[config.mk]
export PLATFORM = sky130hd
export DESIGN_NAME = bus_sync_scheduler
export DESIGN_NICKNAME = d
export VERILOG_FILES = /design/src/rtl/bus_sync_scheduler.sv
export SDC_FILE = /design/constraint.sdc
export NUM_CORES = 1
export LEC_CHECK = 0
export BUFFER_PORTS_ARGS = -buffer_cell sky130_fd_sc_hd__buf_2
export CAP_MARGIN = 10
export CORE_ASPECT_RATIO = 1.2
export CORE_MARGIN = 1.5
export CORE_UTILIZATION = 35
export DETAILED_ROUTE_END_ITERATION = 7
export HOLD_SLACK_MARGIN = 0.03
export PLACE_DENSITY = 0.66
export SYNTH_ARGS = -nofsm -noshare
export SYNTH_HDL_FRONTEND = slang
export SYNTH_SLANG_ARGS = --single-unit
[constraint.sdc]
create_clock -name CLK -period 1.44 [get_ports CLK]
set_input_delay 0.216 -clock CLK [delete_from_list [all_inputs] [get_ports CLK]]
set_output_delay 0.216 -clock CLK [all_outputs]
set_load 0.005 [all_outputs]
[src/rtl/bus_sync_scheduler.sv]
// bus_sync_scheduler
//   Source-domain front end for a 2-FF bus synchroniser. Several requesters
//   share one unsync_bus/bus_enable crossing. A round-robin arbiter picks one
//   word at a time. The word is held with bus_enable high for HOLD_CYCLES,
//   then held with bus_enable low for GAP_CYCLES. The destination therefore
//   always sees a clean enable edge over stable data.
//
// Ports
//   CLK         in   source-domain clock, rising edge
//   RST         in   synchronous active-high reset
//   req_valid   in   [NUM_REQ]            per-requester word pending
//   req_data    in   [NUM_REQ*BUS_WIDTH]  packed words, requester i at [i*BUS_WIDTH +: BUS_WIDTH]
//   req_ready   out  [NUM_REQ]            combinational one-hot accept (IDLE only)
//   unsync_bus  out  [BUS_WIDTH]          registered word toward synchroniser
//   bus_enable  out                       registered enable toward synchroniser
//   grant_id    out  [$clog2(NUM_REQ)]    requester owning current/last transfer
//   busy        out                       high whenever a transfer is in HOLD or GAP
module bus_sync_scheduler #(
    parameter int NUM_REQ     = 4,
    parameter int BUS_WIDTH   = 8,
    parameter int HOLD_CYCLES = 4,
    parameter int GAP_CYCLES  = 4
) (
    input  logic                         CLK,
    input  logic                         RST,
    input  logic [NUM_REQ-1:0]           req_valid,
    input  logic [NUM_REQ*BUS_WIDTH-1:0] req_data,
    output logic [NUM_REQ-1:0]           req_ready,
    output logic [BUS_WIDTH-1:0]         unsync_bus,
    output logic                         bus_enable,
    output logic [$clog2(NUM_REQ)-1:0]   grant_id,
    output logic                         busy
);

    localparam int GW   = $clog2(NUM_REQ);
    localparam int CMAX = (HOLD_CYCLES > GAP_CYCLES) ? HOLD_CYCLES : GAP_CYCLES;
    localparam int CW   = $clog2(CMAX + 1);

    localparam logic [CW-1:0] HOLD_LAST = CW'(HOLD_CYCLES - 1);
    localparam logic [CW-1:0] GAP_LAST  = CW'(GAP_CYCLES - 1);
    localparam logic [GW-1:0] LAST_INIT = GW'(NUM_REQ - 1);

    typedef enum logic [1:0] {
        S_IDLE,
        S_HOLD,
        S_GAP
    } state_t;

    state_t                 state, state_nxt;
    logic [CW-1:0]          cnt, cnt_nxt;
    logic [GW-1:0]          last_grant, last_grant_nxt;
    logic [BUS_WIDTH-1:0]   bus_nxt;
    logic                   be_nxt;
    logic [GW-1:0]          grant_nxt;
    logic                   busy_nxt;

    logic [BUS_WIDTH-1:0]   words [NUM_REQ];
    logic                   win_found;
    logic [GW-1:0]          win_idx;
    logic                   accept;

    for (genvar g = 0; g < NUM_REQ; g++) begin : g_words
        assign words[g] = req_data[g*BUS_WIDTH +: BUS_WIDTH];
    end

    // Round-robin search starting just after the previous winner.
    always_comb begin
        int unsigned cand;
        win_found = 1'b0;
        win_idx   = '0;
        cand      = 0;
        for (int unsigned k = 1; k <= NUM_REQ; k++) begin
            cand = (int'(last_grant) + k) % NUM_REQ;
            if (!win_found && req_valid[GW'(cand)]) begin
                win_found = 1'b1;
                win_idx   = GW'(cand);
            end
        end
    end

    // Ready is gated by RST so no handshake is claimed on an edge where
    // reset wins over the accept.
    assign accept = (state == S_IDLE) && win_found && !RST;

    always_comb begin
        req_ready = '0;
        if (accept) begin
            req_ready = NUM_REQ'(1) << win_idx;
        end
    end

    always_comb begin
        state_nxt      = state;
        cnt_nxt        = cnt;
        last_grant_nxt = last_grant;
        bus_nxt        = unsync_bus;
        be_nxt         = bus_enable;
        grant_nxt      = grant_id;
        busy_nxt       = busy;
        case (state)
            S_IDLE: begin
                if (accept) begin
                    bus_nxt        = words[win_idx];
                    be_nxt         = 1'b1;
                    grant_nxt      = win_idx;
                    last_grant_nxt = win_idx;
                    busy_nxt       = 1'b1;
                    cnt_nxt        = '0;
                    state_nxt      = S_HOLD;
                end
            end
            S_HOLD: begin
                if (cnt == HOLD_LAST) begin
                    be_nxt    = 1'b0;
                    cnt_nxt   = '0;
                    state_nxt = S_GAP;
                end else begin
                    cnt_nxt = cnt + CW'(1);
                end
            end
            S_GAP: begin
                if (cnt == GAP_LAST) begin
                    busy_nxt  = 1'b0;
                    cnt_nxt   = '0;
                    state_nxt = S_IDLE;
                end else begin
                    cnt_nxt = cnt + CW'(1);
                end
            end
            default: begin
                state_nxt = S_IDLE;
                cnt_nxt   = '0;
                be_nxt    = 1'b0;
                busy_nxt  = 1'b0;
            end
        endcase
    end

    always_ff @(posedge CLK) begin
        if (RST) begin
            state      <= S_IDLE;
            cnt        <= '0;
            last_grant <= LAST_INIT;
            unsync_bus <= '0;
            bus_enable <= 1'b0;
            grant_id   <= '0;
            busy       <= 1'b0;
        end else begin
            state      <= state_nxt;
            cnt        <= cnt_nxt;
            last_grant <= last_grant_nxt;
            unsync_bus <= bus_nxt;
            bus_enable <= be_nxt;
            grant_id   <= grant_nxt;
            busy       <= busy_nxt;
        end
    end

endmodule
Word-level counts from Yosys, hierarchy flattened --
Cells that the tools add are included.
Operators by class: add/subtract/negate cells 5, magnitude comparators 5, equal/unequal tests 6, shift-type cells 1, muxes and demuxes 31, bitwise operators 3, reductions and logical operators 15
Operator list (number):
- $bmux 8 s2 | 1
- $mux 8 | 2
- $mux 2 | 7
- $lt 2x3->1 const B | 4
- $mux 1 | 10
- $reduce_and 3->1 | 3
- $bmux 1 s2 | 4
- $mux 3 | 2
- $ne 2x2->1 const B | 3
- $pmux 1 s3 | 2
- $pmux 2 s3 | 1
- $pmux 3 s2 | 1
- $logic_and 1x1->1 | 5
- $add 2x1->2 const B | 2
- $add 2x2->2 const B | 2
- $logic_not 1->1 | 4
- $mux 4 | 1
- $shl 1x2->4 const A | 1
- $add 3x1->3 const B | 1
- $eq 3x2->1 const B | 1
- $ge 3x3->1 const B | 1
- $not 2->3 | 1
- $eq 2x1->1 const B | 1
- $eq 2x2->1 const B | 1
- other kinds (4) | 5
Storage, ports and cells: flip-flop bits (word level) 19, output and inout bits 16, word-level logic and storage cells 73

Longest topological paths before layout --
word-level depth 17, mapped depth 7

Worst setup path after synthesis --
OpenSTA, ideal clock, no wires.
kind register to register, start register last_grant[1], end register unsync_bus[0], library setup time 133 ps, data arrival time 1457 ps, data required time 1307 ps, path slack -150 ps, stages on the path, launching flop included 8, period minus slack after synthesis 1590 ps, cell sequence dfxtp_1 buf_4 a21oi_1 a31o_2 o22ai_1 buf_2 mux2i_1 o221ai_1
Between the ends: cells in the longest elaborated chain, start to end 17, elaborated cells between the ends (all ways) 33
RTL lines:
- start, declared | line 51 | logic [GW-1:0] last_grant, last_grant_nxt;
- start signal, assigned | line 151 | last_grant <= last_grant_nxt;
- $add 2x1->2 | line 73 | cand = (int'(last_grant) + k) % NUM_REQ;
- $bmux 1 s2 | line 74 | if (!win_found && req_valid[GW'(cand)]) begin
- $mux 1 (implied by the code) | line 74
- $mux 1 | line 74
- $logic_not 1->1 | line 74
- $logic_and 1x1->1 | line 74
- $mux 1 | line 74
- $logic_not 1->1 | line 74
- $logic_and 1x1->1 | line 74
- $mux 1 | line 74
- $logic_not 1->1 | line 74
- $logic_and 1x1->1 | line 74
- $mux 2 | line 74
- $not 2->3 (implied by the code) | line 103 | bus_nxt = words[win_idx];
- $bmux 8 s2 | line 103
- $mux 8 (implied by the code) (2 in a row) | line 103
- end signal, assigned | line 152 | unsync_bus <= bus_nxt;
- end, declared | line 29 | output logic [BUS_WIDTH-1:0] unsync_bus,
Several ways; a longest one is shown, not always the timed one. The select of a mux whose other input is x is not followed. A chain may end at the register's enable or synchronous reset.

Final worst setup path --
start register last_grant[1], end output req_ready[3]
Between the ends: cells in the longest elaborated chain, start to end 16, elaborated cells between the ends (all ways) 30
RTL lines:
- $add 2x1->2 | line 73
- $bmux 1 s2 | line 74
- $mux 1 (implied by the code) | line 74
- $mux 1 | line 74
- $logic_not 1->1 | line 74
- $logic_and 1x1->1 | line 74
- $mux 1 | line 74
- $logic_not 1->1 | line 74
- $logic_and 1x1->1 | line 74
- $mux 1 | line 74
- $logic_not 1->1 | line 74
- $logic_and 1x1->1 | line 74
- $mux 1 | line 74
- $logic_and 1x1->1 (2 in a row) | line 83 | assign accept = (state == S_IDLE) && win_found && !RST;
- $mux 4 * | line 87 | if (accept) begin
- end, declared | line 28 | output logic [NUM_REQ-1:0] req_ready,
Mark *: on every way between the ends. The rest lies on a longest branch, timed or not. The select of a mux whose other input is x is not followed.

==> impl_metrics.tcl <==
set metrics [dict create \
    synth_area_per_cell_um2 8.848 \
    synth.cell_area_mm2 0.001106 \
    postLayoutSetupSlackWorst_ns -0.3565 \
    slew_headroom_pct 79.13 \
    postCtsHoldBufs 0 \
    drt_iter0_markers 33 \
    final_common_cell "buf_2" \
    worstRegToRegCells 8 \
    drc 0 \
    dieArea_mm2 0.003508 \
    track_usage_pct 19.74 \
    synth_mux_area_share_pct 16.74 \
    fillers 298 \
    critPathTopFamily "flip-flops" \
    die_w_um 54.32 \
    clk_pin_slew_ns 0.12 \
    grt_max_degree 11 \
    die_y_um 64.58 \
    synth_compound_area_share_pct 19.57 \
    worstMarginPinSlew_ns 0.3122 \
    rows 22 \
    seq_area_frac_synth_pct 34.39 \
    power_density_mw_per_mm2 1852 \
    ctsRootBufferMaster "clkbuf_4" \
    outcome "complete, but fails checks" \
    r2r_setup_slack_ns -0.22 \
    path_class "reg2out" \
    crit_cells 5 \
    synth-simple-area-share_pct 16.97 \
    layout.nets 247 \
    cp_slowest_cell "dfxtp_4" \
    worstPathCellList "mux2i_2, o22ai_2, a21o_1, nor3b_2, buf_2" \
    cts_tree "yes" \
    fin_worst_skew_ns 0.01223 \
    via_count 1220 \
    cp.arrival_ns 1.58 \
    fp.coreArea_mm2 0.003028 \
    startpoint "last_grant[1]$_SDFFE_PP1P_" \
    synth_top_family_by_area "compound AO/OA/AOI/OAI gates" \
    cp_slowest_stage_delay_ns 0.39 \
    drv_slew 0 \
    wl_per_cell_um 13.87 \
    first_pass_iters 4 \
    grt-ovfl-total 0 \
    dpl.cell_count 224 \
    vias_per_cell 5.105 \
    yosys.area_share.adder_pct 5.656 \
    clk_path_buf_depth 2 \
    gp_congestion 0.7603 \
    layout_common_cells "buf_2 (53), buf_4 (19), dfxtp_1 (17), mux2i_1 (15), nand2_1 (14)" \
    dp_hpwl_um 2319 \
    synth-seq-cells 19 \
    layoutNonFillerInstCount 239 \
    clock_sinks 19 \
    synth.net_count 168 \
    fin_util_pct 56.53 \
    grt_pass1_wl_um 5168 \
    synth-xor-area-share_pct 0 \
    hold_ws_ns 0.1989 \
    start_util_pct 36.53 \
    pin_count 54 \
    ys_types 30 \
    crit_required_ns 1.22 \
    grt_pass1_vias 1166 \
    n_antenna_cell 0 \
    fin_crit_sh_pct 124.8 \
    p_leak_nw 0.9033 \
    regToRegStartpoint "last_grant[1]$_SDFFE_PP1P_" \
    yosysWarnings 0 \
    hold_viol 0 \
    cts_max_level 1 \
    setup_viol 14 \
    regToRegEndpoint "unsync_bus[7]$_SDFFE_PP0P_" \
    cap_violations 0 \
    ir_drop_uv 860.0 \
    end_kind "primary output" \
    antenna_found_initial 0 \
    critPathLaunchType "flop" \
    cp_num_buf_inv 1 \
    hp-class "in2reg" \
    clk_latency_ns 0.31 \
    dp_slack_ns -0.2779 \
    antenna_left 0 \
    max_freq_mhz 556.6 \
    cts_buffers 3 \
    routed_wl_um 3314 \
    grt_setup_unrepaired "true" \
    placement.io_buffers 53 \
    syn_inst 125 \
    syn_to_final_growth_pct 54.75 \
    violations "setup timing" \
    period_needed_ns 1.796 \
    drive_above_1_share_pct 50.74 \
    crit_end "req_ready[3]" \
    cp_max_fo 5 \
    min-delay-start "req_data[26]" \
]
logic make-up after synthesis:
family,after synthesis
DFF,19
and+or+nand+nor,37
adders and majority gates,5
muxes,18
buffers and inverters,14
AOI/OAI and AO/OA,32
area by class of cell:
| class | count | area [um2] | area share (%) |
|---|---|---|---|
| timing repair buffer | 80 | 518.0 | 30.26 |
| sequential | 19 | 385.4 | 22.51 |
| clock buffer | 4 | 26.28 | 1.535 |
| multi-input combinational | 92 | 706.9 | 41.30 |
| inverter | 8 | 30.03 | 1.754 |
| tap | 36 | 45.04 | 2.632 |
stage by stage:
step	total power [mW]	TNS, ns	cell area (um2)
final	3.170	-2.854	1712
after global routing	3.393	-3.778	1712
after CTS	3.127	-2.724	1705
after detailed placement	2.485	-4.166	1519
after global placement	2.441	-3.577	1519
after floorplan	1.917	-0.2324	1130
registers in the layout, summed over array words and instances (netlist names):
signal / flops
bus_enable: 1
busy: 1
cnt: 3
grant_id: 2
last_grant: 2
state: 2
unsync_bus: 8
worst min-delay path by stage:
| stage | endpoint | slack (ns) | cells after the start |
|---|---|---|---|
| detailed placement | busy$_SDFFE_PP0P_ | 0.45 | 2 |
| global placement | grant_id[1]$_SDFFE_PP0P_ | 0.44 | 2 |
| CTS | cnt[0]$_SDFFE_PP0P_ | 0.21 | 3 |
| global route | unsync_bus[3]$_SDFFE_PP0P_ | 0.20 | 3 |
| floorplan | cnt[0]$_SDFFE_PP0P_ | 0.28 | 1 |
| finish | unsync_bus[2]$_SDFFE_PP0P_ | 0.20 | 3 |
report_power, final:
| part | internal, mW | leakage [nW] | switching [mW] | total, mW |
|---|---|---|---|---|
| clock | 0.108 | 0.0150 | 0.173 | 0.281 |
| combinational | 1.10 | 0.732 | 0.889 | 1.99 |
| sequential | 0.763 | 0.157 | 0.140 | 0.903 |
| total | 1.97 | 0.903 | 1.20 | 3.17 |
cells in the mapped netlist:
master / count / area share [%]
dfxtp_1: 19 / 34
mux2i_1: 17 / 15
nand2_1: 15 / 5.1
a21oi_1: 11 / 5.0
inv_1: 8 / 2.7
o221ai_1: 8 / 6.3
ha_1: 5 / 5.7
o21ai_0: 5 / 2.3
nor2_1: 4 / 1.4
buf_4: 3 / 2.0
nand2b_1: 3 / 1.7
nand3_1: 3 / 1.4
nor2b_1: 3 / 1.7
buf_2: 2 / 0.91
nor3_1: 2 / 0.91
o211a_1: 2 / 1.8
o22ai_1: 2 / 1.1
a21bo_1: 1 / 0.91
a21boi_1: 1 / 0.68
a21o_1: 1 / 0.68
a31o_2: 1 / 0.79
and2_4: 1 / 0.79
and3_1: 1 / 0.57
and3_2: 1 / 0.68
buf_6: 1 / 1.0
mux2_4: 1 / 1.4
nand4_1: 1 / 0.57
nor2_2: 1 / 0.57
nor3b_1: 1 / 0.68
or4_4: 1 / 1.0
timing repair:
action,4_1_cts,5_1_grt
cloned,1,0
endpoints found under the setup margin,16,18
gates resized for setup,18,14
endpoints found under the hold margin,0,0
setup buffers,10,3
pin swaps,9,6
worst min-delay path, cell delays in order:
cell and delay, ns:
buf_2 0.07, mux2i_1 0.06, o221ai_1 0.13
layer usage:
layer  routed length (um)  up-vias  track usage (%)
li1                     -      611                -
met1                 1335      577            22.68
met3                  105        4            2.074
met2                 1830       28            35.69
met5                    0        -                0
met4                   42        0            7.500
Note: power is estimated with default switching activity, not from simulation.
